<file path="config.mk">
export PLATFORM = sky130hd
export DESIGN_NAME = imem_loader_flat
export DESIGN_NICKNAME = d
export VERILOG_FILES = /design/src/rtl/imem_loader_if.sv /design/src/rtl/imem_loader.sv /design/src/flat_wrapper.sv
export SDC_FILE = /design/constraint.sdc
export NUM_CORES = 1
export LEC_CHECK = 0
export ABC_AREA = 1
export BUFFER_PORTS_ARGS = -buffer_cell sky130_fd_sc_hd__buf_4
export CORE_MARGIN = 5
export CORE_UTILIZATION = 30
export DETAILED_ROUTE_END_ITERATION = 8
export GPL_TIMING_DRIVEN = 1
export SYNTH_ARGS = -nofsm -noshare
export SYNTH_HDL_FRONTEND = slang
export SYNTH_SLANG_ARGS = --single-unit
</file>
<file path="constraint.sdc">
create_clock -name clk -period 4.3 [get_ports clk]
set_clock_uncertainty 0.2 [all_clocks]
set_input_delay 0.645 -clock clk [delete_from_list [all_inputs] [get_ports clk]]
set_output_delay 0.645 -clock clk [all_outputs]
set_load 0.1 [all_outputs]
</file>
<file path="src/rtl/imem_loader_if.sv">
// Byte-stream and instruction-memory write bus of the program loader.
interface imem_loader_if #(
  parameter int unsigned AW = 6
);
  logic [7:0]    in_data;
  logic          in_valid;
  logic          in_ready;
  logic          we;
  logic [AW-1:0] waddr;
  logic [31:0]   wdata;

  // Stream source / imem sink side.
  modport master (
    output in_data, in_valid,
    input  in_ready, we, waddr, wdata
  );

  // Loader side.
  modport slave (
    input  in_data, in_valid,
    output in_ready, we, waddr, wdata
  );
endinterface

</file>
<file path="src/rtl/imem_loader.sv">
// Program loader: takes a length header plus MSB-first instruction bytes
// and writes 32-bit words into imem from word 0, holding the CPU in reset
// until the whole image has been written.
module imem_loader #(
  parameter int unsigned MMDATA = 64,
  parameter int unsigned AW     = 6
) (
  input  logic          clk,
  input  logic          rst_n,
  input  logic          start,
  imem_loader_if.slave  bus,
  output logic          busy,
  output logic          done,
  output logic          err,
  output logic          cpu_reset_n
);

  localparam int unsigned CW = 16;

  typedef enum logic [2:0] {
    IDLE   = 3'd0,
    LEN_HI = 3'd1,
    LEN_LO = 3'd2,
    DATA   = 3'd3,
    DONE   = 3'd4
  } state_t;

  state_t        state_q;
  logic [CW-1:0] count_q;
  logic [AW-1:0] idx_q;
  logic [1:0]    lane_q;
  logic [23:0]   shift_q;
  logic          fin_q;
  logic          in_ready_q;
  logic          we_q;
  logic [AW-1:0] waddr_q;
  logic [31:0]   wdata_q;
  logic          busy_q;
  logic          done_q;
  logic          err_q;
  logic          cpu_reset_n_q;

  logic          accept;
  logic [CW-1:0] hdr_cnt;
  logic          last_word;

  // Handshake and header/word-index helpers.
  assign accept    = bus.in_valid & in_ready_q;
  assign hdr_cnt   = {count_q[15:8], bus.in_data};
  assign last_word = (CW'(idx_q) == (count_q - CW'(1)));

  // Loader FSM with registered outputs.
  always_ff @(posedge clk or negedge rst_n) begin
    if (!rst_n) begin
      state_q       <= IDLE;
      count_q       <= '0;
      idx_q         <= '0;
      lane_q        <= '0;
      shift_q       <= '0;
      fin_q         <= 1'b0;
      in_ready_q    <= 1'b0;
      we_q          <= 1'b0;
      waddr_q       <= '0;
      wdata_q       <= '0;
      busy_q        <= 1'b0;
      done_q        <= 1'b0;
      err_q         <= 1'b0;
      cpu_reset_n_q <= 1'b0;
    end else begin
      we_q <= 1'b0;
      case (state_q)
        IDLE, DONE: begin
          if (start) begin
            state_q       <= LEN_HI;
            done_q        <= 1'b0;
            err_q         <= 1'b0;
            idx_q         <= '0;
            lane_q        <= '0;
            fin_q         <= 1'b0;
            busy_q        <= 1'b1;
            cpu_reset_n_q <= 1'b0;
            in_ready_q    <= 1'b1;
          end
        end
        LEN_HI: begin
          if (accept) begin
            count_q[15:8] <= bus.in_data;
            state_q       <= LEN_LO;
          end
        end
        LEN_LO: begin
          if (accept) begin
            count_q[7:0] <= bus.in_data;
            if (hdr_cnt == '0 || hdr_cnt > CW'(MMDATA)) begin
              // Empty or oversized image: finish without touching imem.
              state_q       <= DONE;
              err_q         <= (hdr_cnt != '0);
              in_ready_q    <= 1'b0;
              busy_q        <= 1'b0;
              done_q        <= 1'b1;
              cpu_reset_n_q <= 1'b1;
            end else begin
              state_q <= DATA;
            end
          end
        end
        DATA: begin
          if (fin_q) begin
            // Final word was written last cycle; release the CPU now.
            state_q       <= DONE;
            fin_q         <= 1'b0;
            busy_q        <= 1'b0;
            done_q        <= 1'b1;
            cpu_reset_n_q <= 1'b1;
          end else if (accept) begin
            lane_q  <= lane_q + 2'd1;
            shift_q <= {shift_q[15:0], bus.in_data};
            if (lane_q == 2'd3) begin
              we_q    <= 1'b1;
              waddr_q <= idx_q;
              wdata_q <= {shift_q, bus.in_data};
              idx_q   <= idx_q + AW'(1);
              if (last_word) begin
                // Stop consuming: the image is complete.
                fin_q      <= 1'b1;
                in_ready_q <= 1'b0;
              end
            end
          end
        end
        default: begin
          state_q    <= IDLE;
          in_ready_q <= 1'b0;
          busy_q     <= 1'b0;
        end
      endcase
    end
  end

  // Drive the bus and status ports from their registers.
  assign bus.in_ready = in_ready_q;
  assign bus.we       = we_q;
  assign bus.waddr    = waddr_q;
  assign bus.wdata    = wdata_q;
  assign busy         = busy_q;
  assign done         = done_q;
  assign err          = err_q;
  assign cpu_reset_n  = cpu_reset_n_q;

endmodule

</file>
<file path="src/flat_wrapper.sv">
// flat-port wrapper written by rule: the top's interface ports become plain ports
module imem_loader_flat 
#(
  parameter int unsigned MMDATA = 64,
  parameter int unsigned AW     = 6
)
  (clk, rst_n, start, busy, done, err, cpu_reset_n, bus_in_data, bus_in_valid, bus_in_ready, bus_we, bus_waddr, bus_wdata);
  imem_loader_if #(.AW(AW)) bus_i ();
  input  logic clk;
  input  logic rst_n;
  input  logic start;
  output logic busy;
  output logic done;
  output logic err;
  output logic cpu_reset_n;
  input wire logic [$bits(bus_i.in_data)-1:0] bus_in_data;
  input wire logic [$bits(bus_i.in_valid)-1:0] bus_in_valid;
  output wire logic [$bits(bus_i.in_ready)-1:0] bus_in_ready;
  output wire logic [$bits(bus_i.we)-1:0] bus_we;
  output wire logic [$bits(bus_i.waddr)-1:0] bus_waddr;
  output wire logic [$bits(bus_i.wdata)-1:0] bus_wdata;
  assign bus_i.in_data = bus_in_data;
  assign bus_i.in_valid = bus_in_valid;
  assign bus_in_ready = bus_i.in_ready;
  assign bus_we = bus_i.we;
  assign bus_waddr = bus_i.waddr;
  assign bus_wdata = bus_i.wdata;
  imem_loader #(.MMDATA(MMDATA), .AW(AW)) u_core (.clk(clk), .rst_n(rst_n), .start(start), .bus(bus_i), .busy(busy), .done(done), .err(err), .cpu_reset_n(cpu_reset_n));
endmodule
</file>
==> After elaboration in Yosys (flattened, before gate mapping) <==
Index checks and enable logic that the tools add are counted.
{ "op_classes": {"addsub": 3, "n_lt_le_gt_ge": 1, "n_eq_ne": 15, "n_mux": 42, "bitwise_logic": 3, "n_reduce_logical": 20} }
{ "op_table": {"columns": ["op", "n"], "rows": [
  ["6-bit two-way mux", 4],
  ["1-bit two-way mux", 22],
  ["6-bit by 16-bit equality test with 1-bit output", 1],
  ["16-bit by 7-bit > comparator with 1-bit output, second input constant", 1],
  ["16-bit zero test", 1],
  ["4-bit AND reduction", 4],
  ["16-bit nonzero test", 1],
  ["16-bit by 1-bit subtractor with 16-bit output, second input constant", 1],
  ["3-bit two-way mux", 5],
  ["5-bit AND reduction", 3],
  ["2-bit by 1-bit != test with 1-bit output, second input constant", 7],
  ["3-bit one-hot mux with 4 select lines", 1],
  ["6-bit one-hot mux with 2 select lines", 1],
  ["1-bit one-hot mux with 4 select lines", 2],
  ["8-bit AND reduction", 1],
  ["6-bit by 1-bit adder with 6-bit output, second input constant", 1],
  ["3-bit by 2-bit equality test with 1-bit output, second input constant", 2],
  ["2-bit two-way mux", 3],
  ["2-bit AND reduction", 3],
  ["2-bit != test, second input constant", 2],
  ["1-bit one-hot mux with 2 select lines", 2],
  ["2-bit one-hot mux with 2 select lines", 1],
  ["2-bit nonzero test", 2],
  ["3-bit by 1-bit equality test with 1-bit output, second input constant", 1],
  ["other kinds (11)", 12]
]} }
{ "word_totals": {"regBits": 95, "in_bits": 12, "output_inout_bits": 44, "elab_cells": 98} }

==> Longest topological paths before layout <==
{ "depth": {"depth_word": 7, "depth_mapped": 16, "depth_no_buf": 16} }

==> Worst setup path after synthesis <==
No wires, ideal clock.
{ "synth_path": {"path_type": "register to register", "start": "register u_core.in_ready_q, in the netlist u_core.bus.in_ready", "end": "register u_core.idx_q[4]", "setup_time_ns": 0.125, "arrival_ns": 2.054, "required_ns": 3.975, "path_slack_ns": 1.922, "stages_incl_launch_ff": 10, "path_cell_list": "dfrtp_1 nand2_1 inv_1 nor2_1 a21oi_4 nand2_4 nor3_2 nand2_1 nor2_1 nor3_1"} }
{ "synth_via": {"elab_chain_len": 3} }
{ "synth_rtl": {"columns": ["item", "line", "text"], "rows": [
  ["from (decl)", "imem_loader.sv:34", "logic in_ready_q;"],
  ["from (signal assigned)", "imem_loader.sv:61", "in_ready_q <= 1'b0;"],
  ["from (signal assigned)", "imem_loader.sv:82", "in_ready_q <= 1'b1;"],
  ["from (signal assigned)", "imem_loader.sv:98", "in_ready_q <= 1'b0;"],
  ["1-bit bitwise AND", "imem_loader.sv:48", "assign accept = bus.in_valid & in_ready_q;"],
  ["2-bit by 1-bit != test with 1-bit output (no source line)", null, null],
  ["5-bit AND reduction (no source line)", null, null],
  ["to (signal assigned)", "imem_loader.sv:122", "idx_q <= idx_q + AW'(1);"],
  ["to (decl)", "imem_loader.sv:30", "logic [AW-1:0] idx_q;"]
]} }
No other way between the ends.
A chain may end at the register's enable or synchronous reset.

==> Final worst setup path <==
{ "layout_path": {"start": "register u_core.state_q[0]", "end": "register u_core.wdata_q[11], in the netlist u_core.bus.wdata[11]"} }
{ "layout_via": {"elab_chain_len": 2} }
{ "layout_rtl": {"columns": ["item", "line", "text"], "rows": [
  ["from (decl)", "imem_loader.sv:28", "state_t state_q;"],
  ["from (signal assigned)", "imem_loader.sv:55", "state_q <= IDLE;"],
  ["from (signal assigned)", "imem_loader.sv:74", "state_q <= LEN_HI;"],
  ["from (signal assigned)", "imem_loader.sv:88", "state_q <= LEN_LO;"],
  ["3-bit by 2-bit equality test with 1-bit output", "imem_loader.sv:71", "case (state_q)"],
  ["4-bit AND reduction (no source line)", null, null],
  ["to (signal assigned)", "imem_loader.sv:121", "wdata_q <= {shift_q, bus.in_data};"],
  ["to (decl)", "imem_loader.sv:37", "logic [31:0] wdata_q;"]
]} }
No other way between the ends.

==> summary.md <==
| Metric | Value |
|---|---|
| Hold Fails Final Rpt | `0` |
| Distinct cell type count after synthesis | `32` |
| Row cnt | `44` |
| Routed Antenna Nets | `0` |
| Pint | `2.12 mW` |
| DIE WIDTH | `131 um` |
| Die ar. | `17,000 um2` |
| Gpl congestion | `0.925` |
| Synth Net Count | `539` |
| Cts repair resizes | `0` |
| Most frequent cells in the layout | `163 x nand2_1, 95 x dfrtp_1, 66 x inv_1, 59 x o21ai_0, 58 x buf_4` |
| Cts hold-fix bufs | `0` |
| Max IR drop VDD | `0.000428 V` |
| CP Cell Sequence | `nand2_2 -> nor2_8 -> nand2_4 -> nor2_4 -> inv_2 -> nor2_4 -> inv_2 -> buf_4 -> o21ai_0` |
| DRT Wirelength | `9920 um` |
| Seq/Total Area, Yosys | `0.545` |
| Crit path DAT | `2.40 ns` |
| Max stage delay on crit path | `approximately 0.52 ns` |
| DR pass1 iterations | `4` |
| Detail Placement HPWL | `7170 um` |
| Layout cell share with drive strength beyond 1 | `0.170` |
| Critical Path Start Type | `flip-flop` |
| Overall power | `4.03 mW` |
| CTS Sinks | `95` |
| Initial antenna violation count | `0` |
| Synth Register Bits | `95` |
| Slowest stage cell, crit path | `inv_2` |
| CP bufs+invs | `3` |
| Status | `complete, no violations` |
| Initial core utilization | `0.303` |
| Yosys warns | `0` |
| Setup TNS | `0 ns` |
| Area Growth Syn to Fin | `19.8%` |
| Clk_lat worst skew | `0.34 ns` |
| Largest net degree at the start of global routing | `70` |
| Gr usage total | `0.124` |
| Synth Cell Area | `~4400 um2` |
| Clock share of power | `0.204` |
| Pre-CTS WS | `1.72 ns` |
| PnR worst setup slack | `1.91 ns` |
| Fin util | `0.364` |
| Root buf cell | `clkbuf_16` |
| Die Y | `131 um` |
| Number of nets in the finished design | `592` |
| CTS Buf Count | `9` |
| Cells after Synth | `524` |
| Sw Ratio | `0.473` |
| Post-CTS Setup Repair Bufs | `0` |
| Vias | `3,449` |
| Core area | `about 14,000 um2` |
| DRT iter0 DRCs | `212` |
| DR vias/cell | `about 4.5` |
| Combinational share of power | `0.443` |
| Sequential power share | `0.354` |
| Number of I/O pins | `56` |
| Sw Pwr | `1.91 mW` |
| Clk slew on worst S/H paths | `0.07 ns` |
| Max-Cap Viols | `0` |
| Hold Path Class | `in2async` |
| Fin. max-slew vios | `0` |
| F_max | `about 0.42 GHz` |
| TritonCTS clock tree | `yes` |
| Commonest non-fill, non-tap cell in the layout | `nand2_1` |
| CP Class | `reg2reg` |
| RSZ-0062 raised after global routing | `no` |
| Number of I/O port buffers | `55` |
| DRC viols | `0` |
| Crit end category | `flip-flop` |
| Power Dens Cells | `771 nW/um2` |
| Vias in the first global route | `3,274` |
| H-tree levels | `3` |
| P_leak | `2.61 nW` |
| Worst slew pin tran | `just under 0.9 ns` |
| Synthesized area per cell | `about 8.3 um2` |
| CTS max path bufs | `2` |
| WL per Instance | `13.0 um` |
| # setup viols final | `0` |
| Total congestion overflow | `0` |
| Fin crit period | `2.39 ns` |
| Critical path fanouts, max | `39` |
| Worst Hold Margin | `0.207 ns` |
| First-pass GRT wire length | `16,900 um` |
| Antenna Cells | `0` |
| Normalized max-slew margin | `0.412` |
| Worst path required time | `4.31 ns` |
| Crit-path leading delay family | `buffers and inverters` |
| Fin crit share | `0.555` |
flip-flops by register name (all words and copies together), names as in the netlist, 2 cells and up:
| signal | count |
|---|---|
| u_core.bus.wdata | 32 |
| u_core.bus.waddr | 6 |
| u_core.idx_q | 6 |
| u_core.count_q | 16 |
| u_core.lane_q | 2 |
| u_core.shift_q | 24 |
| u_core.state_q | 3 |
final cells by class:
cell class                 instances  area, um2
multi-input combinational        342       1610
clock inverter                     6       67.6
clock buffer                      10        239
inverter                          71        267
fill                            1465       9140
timing repair buffer              58        435
sequential                        95       2380
tap                              184        230
through the flow:
stage / cells / instance area, um2
after CTS: 766 / 5230
after global placement: 750 / 4920
final: 766 / 5230
after detailed placement: 750 / 4920
after floorplan: 524 / 4360
after global routing: 766 / 5230
worst register-to-register path, cell delays in order, from the launching register on:
cell and delay [ns]:
dfrtp_1 0.43, nand2_2 0.16, nor2_8 0.07, nand2_4 0.10, nor2_4 0.06, inv_2 0.07
nor2_4 0.04, inv_2 0.52, buf_4 0.47, o21ai_0 0.15
power by group through the flow:
stage | Sequential (mW) | Combinational [mW] | Clock [mW]
floorplan | 1.98 | 0.829 | 0
global placement | 1.43 | 1.76 | 0
detailed placement | 1.44 | 1.78 | 0
CTS | 1.43 | 1.80 | 0.829
global route | 1.47 | 1.97 | 0.874
finish | 1.42 | 1.78 | 0.820
routing by layer:
layer / track usage / vias up / routed length, um
li1: - / 1748 / -
met1: 0.183 / 1625 / 5100
met2: 0.189 / 69 / 4290
met3: 0.0228 / 7 / 435
met4: 0.0333 / 0 / 99
met5: 0 / - / 0
logic make-up (layout without fill, tap and decap cells):
logic type | count (synthesis) | in the layout | synth area share
compound gates | 103 | 103 | 0.133
xor+xnor | 2 | 2 | 0.00402
fa+ha+maj | 3 | 3 | 0.00861
buf+inv | 87 | 145 | 0.0858
flops | 95 | 95 | 0.545
simple gates | 234 | 234 | 0.223
path summary, 6_finish.rpt:
check / from / slack (ns) / to / cells after the start
max in group asynchronous: rst_n / 2.76 / u_core.shift_q[5]$_DFFE_PN0P_ / 2
min: rst_n / 0.21 / u_core.bus.wdata[17]$_DFFE_PN0P_ / 1
min in group clk: u_core.shift_q[14]$_DFFE_PN0P_ / 0.28 / u_core.shift_q[22]$_DFFE_PN0P_ / 2
max: u_core.state_q[0]$_DFFE_PN0P_ / 1.91 / u_core.bus.wdata[11]$_DFFE_PN0P_ / 9
min reg2reg: u_core.shift_q[14]$_DFFE_PN0P_ / 0.28 / u_core.shift_q[22]$_DFFE_PN0P_ / 2
max reg2reg: u_core.state_q[0]$_DFFE_PN0P_ / 1.91 / u_core.bus.wdata[11]$_DFFE_PN0P_ / 9
Yosys cell counts (all sizes together):
| library cell | instances | area (um2) |
|---|---|---|
| clkbuf | 5 | 18.8 |
| nand4 | 2 | 12.5 |
| o31ai | 1 | 7.51 |
| nor3b | 2 | 15.0 |
| inv | 71 | 267 |
| xnor2 | 2 | 17.5 |
| o21a | 1 | 7.51 |
| nor2 | 46 | 204 |
| a21oi | 8 | 51.3 |
| dfrtp | 95 | 2380 |
| or2 | 1 | 6.26 |
| a22oi | 1 | 7.51 |
| buf | 11 | 88.8 |
| nor3 | 5 | 35.0 |
| o32ai | 1 | 8.76 |
| a41oi | 1 | 8.76 |
| nand3 | 12 | 60.1 |
| o22ai | 1 | 6.26 |
| nand2 | 166 | 641 |
| ha | 3 | 37.5 |
| o21ai | 89 | 483 |
Note: power is estimated with default switching activity, not from simulation.
